File: config.mk
export PLATFORM = sky130hd
export DESIGN_NAME = bus_master_if
export DESIGN_NICKNAME = d
export VERILOG_FILES = /design/src/rtl/bus_pkg.sv /design/src/rtl/bus_watchdog.sv /design/src/rtl/bus_master_if.sv
export SDC_FILE = /design/constraint.sdc
export NUM_CORES = 1
export LEC_CHECK = 0
export ABC_AREA = 1
export CAP_MARGIN = 30
export CORE_AREA = 2 2 136 112
export CTS_BUF_LIST = sky130_fd_sc_hd__clkbuf_4 sky130_fd_sc_hd__clkbuf_8
export CTS_CLUSTER_DIAMETER = 40
export DETAILED_ROUTE_END_ITERATION = 10
export DIE_AREA = 0 0 138 114
export GPL_ROUTABILITY_DRIVEN = 0
export PLACE_DENSITY = 0.69
export SLEW_MARGIN = 15
export SYNTH_ARGS = -nofsm -noshare
export SYNTH_HDL_FRONTEND = slang
export SYNTH_SLANG_ARGS = --single-unit
File: constraint.sdc
create_clock -name clk -period 3.26 [get_ports clk]
set_input_delay 0.652 -clock clk [delete_from_list [all_inputs] [get_ports clk]]
set_output_delay 0.652 -clock clk [all_outputs]
set_load 0.02 [all_outputs]
File: src/rtl/bus_pkg.sv
// Shared types and widths for the bus master stage.
package bus_pkg;

  localparam int unsigned BUS_ADDR_W = 32;
  localparam int unsigned BUS_DATA_W = 32;

  typedef enum logic [1:0] {
    IDLE = 2'd0,
    WAIT = 2'd1,
    RESP = 2'd2
  } bus_state_t;

endpackage

File: src/rtl/bus_watchdog.sv
// WAIT-state cycle counter; flags expiry after LIMIT counted cycles.
module bus_watchdog #(
  parameter int unsigned LIMIT = 255
) (
  input  logic clk,
  input  logic rst,
  input  logic clr,
  input  logic en,
  output logic expired
);

  localparam int unsigned CW = $clog2(LIMIT + 1);
  localparam logic [CW-1:0] LAST = CW'(LIMIT - 1);

  logic [CW-1:0] cnt_q, cnt_d;

  assign expired = en && (cnt_q == LAST);

  always_comb begin
    cnt_d = cnt_q;
    if (clr)
      cnt_d = '0;
    else if (en && !expired)
      cnt_d = cnt_q + CW'(1);
  end

  always_ff @(posedge clk or posedge rst) begin
    if (rst)
      cnt_q <= '0;
    else
      cnt_q <= cnt_d;
  end

endmodule

File: src/rtl/bus_master_if.sv
// Single-outstanding Wishbone classic bus master for the memory manager.
// Optional WAIT timeout enabled by defining BUS_TIMEOUT_EN.
module bus_master_if
  import bus_pkg::*;
#(
  parameter int unsigned ADDR_W      = BUS_ADDR_W,
  parameter int unsigned DATA_W      = BUS_DATA_W,
  parameter int unsigned TIMEOUT_CYC = 255
) (
  input  logic                clk,
  input  logic                rst,
  input  logic                read_req,
  input  logic                write_req,
  input  logic [ADDR_W-1:0]   addr_in,
  input  logic [DATA_W-1:0]   wdata_in,
  input  logic [DATA_W/8-1:0] sel_in,
  output logic                busy,
  output logic                done,
  output logic                err,
  output logic [DATA_W-1:0]   rdata_out,
  output logic                cyc_o,
  output logic                stb_o,
  output logic                we_o,
  output logic [ADDR_W-1:0]   adr_o,
  output logic [DATA_W-1:0]   dat_o,
  output logic [DATA_W/8-1:0] sel_o,
  input  logic [DATA_W-1:0]   dat_i,
  input  logic                ack_i,
  input  logic                err_i
);

  bus_state_t          state_q, state_d;
  logic [ADDR_W-1:0]   adr_q, adr_d;
  logic [DATA_W-1:0]   dat_q, dat_d;
  logic [DATA_W/8-1:0] sel_q, sel_d;
  logic                we_q, we_d;
  logic [DATA_W-1:0]   rdata_q, rdata_d;
  logic                err_q, err_d;
  logic                expired;

`ifdef BUS_TIMEOUT_EN
  bus_watchdog #(
    .LIMIT(TIMEOUT_CYC)
  ) u_wdog (
    .clk    (clk),
    .rst    (rst),
    .clr    (state_q == IDLE),
    .en     (state_q == WAIT),
    .expired(expired)
  );
`else
  logic unused_timeout;
  assign unused_timeout = (TIMEOUT_CYC != 0);
  assign expired = 1'b0;
`endif

  assign cyc_o     = (state_q == WAIT);
  assign stb_o     = (state_q == WAIT);
  assign busy      = (state_q != IDLE);
  assign done      = (state_q == RESP);
  assign err       = (state_q == RESP) && err_q;
  assign we_o      = we_q;
  assign adr_o     = adr_q;
  assign dat_o     = dat_q;
  assign sel_o     = sel_q;
  assign rdata_out = rdata_q;

  always_comb begin
    state_d = state_q;
    adr_d   = adr_q;
    dat_d   = dat_q;
    sel_d   = sel_q;
    we_d    = we_q;
    rdata_d = rdata_q;
    err_d   = err_q;
    unique case (state_q)
      IDLE: begin
        if (read_req || write_req) begin
          state_d = WAIT;
          adr_d   = addr_in;
          dat_d   = wdata_in;
          sel_d   = sel_in;
          // read wins a simultaneous request
          we_d    = !read_req;
          err_d   = 1'b0;
        end
      end
      WAIT: begin
        if (err_i) begin
          state_d = RESP;
          err_d   = 1'b1;
        end else if (ack_i) begin
          state_d = RESP;
          err_d   = 1'b0;
          if (!we_q)
            rdata_d = dat_i;
        end else if (expired) begin
          state_d = RESP;
          err_d   = 1'b1;
        end
      end
      RESP: begin
        state_d = IDLE;
        err_d   = 1'b0;
      end
      default: state_d = IDLE;
    endcase
  end

  always_ff @(posedge clk or posedge rst) begin
    if (rst) begin
      state_q <= IDLE;
      adr_q   <= '0;
      dat_q   <= '0;
      sel_q   <= '0;
      we_q    <= 1'b0;
      rdata_q <= '0;
      err_q   <= 1'b0;
    end else begin
      state_q <= state_d;
      adr_q   <= adr_d;
      dat_q   <= dat_d;
      sel_q   <= sel_d;
      we_q    <= we_d;
      rdata_q <= rdata_d;
      err_q   <= err_d;
    end
  end

endmodule
==> run summary <==
The number of CTS-inserted buffers was 9. The logs give 0 for the count of endpoints failing hold in the final timing report and 5.46 mm for the met2 wire length. The run gives 8.58 mm as the post-DP HPWL. Synthesis produced a netlist whose cell count is 459.

The total of hold buffers inserted after clock tree synthesis is 0, and the clock input transition at the sequential cells of the worst setup and hold paths is 0.10 ns. At the worst endpoint, the arrival time is 1.88 ns. Routed signal wires occupy layers up through met4.

In the post-synthesis netlist, the biggest area contributors are sky130_fd_sc_hd__dfrtp_1 (62%), sky130_fd_sc_hd__nand2_1 (12%), sky130_fd_sc_hd__o21ai_1 (6.9%). For the starting density of the core, the log shows 29.1%. For this run the aggregate overflow at the end of global routing stands at 0. The path class of the lowest-slack min-delay path was flip-flop to flip-flop. TritonCTS built the clock tree. During I/O placement, the number of pins put on the boundary was 212.

The die span in y was 114 um. Dividing the final minimum period by the clock period gives 77.8%. The routed design has 11.4 mm of wire.

The largest vdd supply drop came out at 0.444 mV. The worst setup path is launched from a flip-flop. The cell area that synthesis handed to floorplanning was 0.00422 sq mm. The power density over cell area is 997 mW/mm^2. The worst setup path is captured at an output pin. The yosys synthesis warning count is 0, and the final-report setup violation count is 0.

Leaving out fill and tap cells, the most frequent cell in the layout is sky130_fd_sc_hd__clkdlybuf4s50_1. After detailed routing, the number of remaining DRC violations is 0. Entering global routing, the biggest net connects 107 pins. The detailed-routed wire length on met3 is 966 um, and the number of global-route vias before repair is 3788. For the setup TNS, the log shows 0 ns. Static timing analysis puts the maximum clock frequency at 394 MHz. Dividing the detail-routed wire length by the instance count gives 13.3 um.

Buffers placed on the I/O ports in this run total 211. The max-capacitance violation count is 0, and the ratio of cells with drive above 1 in the final layout is 4.66%. In this run the deepest clock path goes through 2 buffers. Of all cell types, the one taking the most synthesized area is sky130_fd_sc_hd__dfrtp_1.

Global routing consumed, over all layers together, 14.5% of the routing resources. The number of H-tree levels is 3, and the net count of the mapped netlist is 565. The floorplan step defined a die boundary enclosing 0.0157 sq mm. Mean number of vias per cell: 4.33. At the later pin of the worst-skew pair, clock insertion delay measures 0.37 ns. The number of optimization iterations in the first detailed-route pass was 4; the share of the synthesized area in the top cell type was 61.6%. In this run, distinct cell masters in the synthesized netlist total 19. The initial antenna violation count was 0. The total clock sinks is 104, and the clock period minus worst slack is 2.54 ns.

The required time at the worst-slack endpoint was 2.61 ns; the combined flip-flop and latch cell area was 0.00260 sq mm. The post-CTS repair timing setup buffer count came out at 0. The critical path is of the flip-flop to output pin type. The setup clock skew after layout came out at 0.00903 ns. At the pin with the least slew margin, the transition time is 0.539 ns. The area of the core region was 0.0145 sq mm.

The flow ran to the end, and the final reports show no timing, DRC or antenna violations. In the final layout, the multi-input gates occupy 0.00115 sq mm. Setup slack closes at 0.723 ns. The count of vias placed by the detailed router is 3697, and the count of antenna-violating nets left after detailed routing is 0. Once layout is complete, the utilization of the core stands at 46.1%. The die is 138 um wide. After the last flow step, the layout net total stands at 766.

Fill cell total of the finished layout: 1374. The run gives 18.4 mm as the wire length of the first global-routing pass. The diode insertion count for antenna repair was 0; the routed length on met1 was 4.81 mm.

From synthesis to final layout, the design area changed by 58.5%. Setup repair after global routing left no endpoint under its margin. The tools report the sequential share of the synthesized area as 61.6%. The floorplan has 40 rows. The tools report the number of instances resized during post-cts repair as 0. The pre-CTS setup slack is 0.981 ns, and the leakage dissipation is 3.20 nW. The run gives 112 as the number of violations reported at the end of detailed-routing iteration 0. Measured against its own limit, the worst slew margin works out to 63.9%.

In the layout the commonest cells are sky130_fd_sc_hd__clkdlybuf4s50_1 (211), sky130_fd_sc_hd__nand2_1 (140), sky130_fd_sc_hd__dfrtp_1 (104). Clock tree synthesis selected as its root buffer the cell sky130_fd_sc_hd__clkbuf_8. The biggest fanout along the worst timing path is 17.

The post-synthesis area per instance is 9.20 sq um. The max-slew violation count was 0; the flop and latch count out of synthesis was 104.
==> path summary, 6_finish.rpt <==
path	startpoint	slack, ns	cells after the start	end
setup / recovery	state_q[1]	0.72	2	cyc_o
hold / removal	rdata_out[30]	0.48	2	rdata_out[30]
setup reg to reg	we_o	1.67	5	rdata_out[31]
hold reg to reg	rdata_out[30]	0.48	2	rdata_out[30]
max in group asynchronous	rst	2.10	3	dat_o[1]
min in group asynchronous	rst	0.71	3	dat_o[23]
==> Yosys cell counts <==
cell type and count:
sky130_fd_sc_hd__nand2_1 140, sky130_fd_sc_hd__dfrtp_1 104, sky130_fd_sc_hd__inv_1 74, sky130_fd_sc_hd__o21ai_1 58, sky130_fd_sc_hd__nand4_1 32, sky130_fd_sc_hd__buf_4 11, sky130_fd_sc_hd__o21ai_0 11, sky130_fd_sc_hd__buf_2 9
sky130_fd_sc_hd__buf_6 4, sky130_fd_sc_hd__clkbuf_1 4, sky130_fd_sc_hd__nand3_1 2, sky130_fd_sc_hd__nor2_1 2, sky130_fd_sc_hd__nor2_2 2, sky130_fd_sc_hd__and3_1 1, sky130_fd_sc_hd__clkbuf_2 1, sky130_fd_sc_hd__inv_2 1
sky130_fd_sc_hd__nand3_4 1, sky130_fd_sc_hd__nor2_4 1, sky130_fd_sc_hd__o21ai_2 1
==> cell type report <==
| type | count | share of cell area, % |
|---|---|---|
| clock buffer | 10 | 2.06 |
| clock inverter | 6 | 1.38 |
| inverter | 75 | 4.26 |
| multi-input combinational | 251 | 17.2 |
| sequential | 104 | 38.9 |
| tap | 189 | 3.53 |
| timing repair buffer | 219 | 32.6 |
==> metal layers <==
layer / GRT usage [%] / vias up
met2: 24.5 / 137
met4: 4.56 / 0
met1: 17.1 / 1717
li1: - / 1831
met5: 0 / -
met3: 5.84 / 12
==> kinds of logic after synthesis <==
group | synth area share, %
buf+inv | 11.2
simple gates | 18.7
compound gates | 8.39
flops | 61.6
==> per-stage QoR <==
| step | hold WS [ns] | total power [mW] | cell area, sq um | instances |
|---|---|---|---|---|
| detailed placement | 0.462 | 5.83 | 6460 | 838 |
| CTS | 0.490 | 6.76 | 6690 | 854 |
| global route | 0.503 | 7.12 | 6690 | 854 |
| floorplan | 0.461 | 4.13 | 4230 | 459 |
| global placement | 0.460 | 5.74 | 6460 | 838 |
| finish | 0.481 | 6.67 | 6690 | 854 |
==> where the power goes <==
part           total (mW)  leakage, nW  internal, mW  switching [mW]
Sequential           2.32         1.29          1.93           0.385
Combinational        3.46         1.80          1.56            1.90
Clock               0.889        0.109         0.455           0.433
Total                6.67         3.20          3.95            2.72
==> sequential cells by signal (all words and copies together), names as in the netlist <==
signal     count
adr_o         32
dat_o         32
err_q          1
rdata_out     32
sel_o          4
state_q        2
we_o           1
==> critical path, cell delays in order, from the launching register on <==
cell and delay [ns]:
sky130_fd_sc_hd__dfrtp_1 0.45, sky130_fd_sc_hd__nor2_4 0.37, sky130_fd_sc_hd__clkdlybuf4s50_1 0.69
Note: power is estimated with default switching activity, not from simulation.
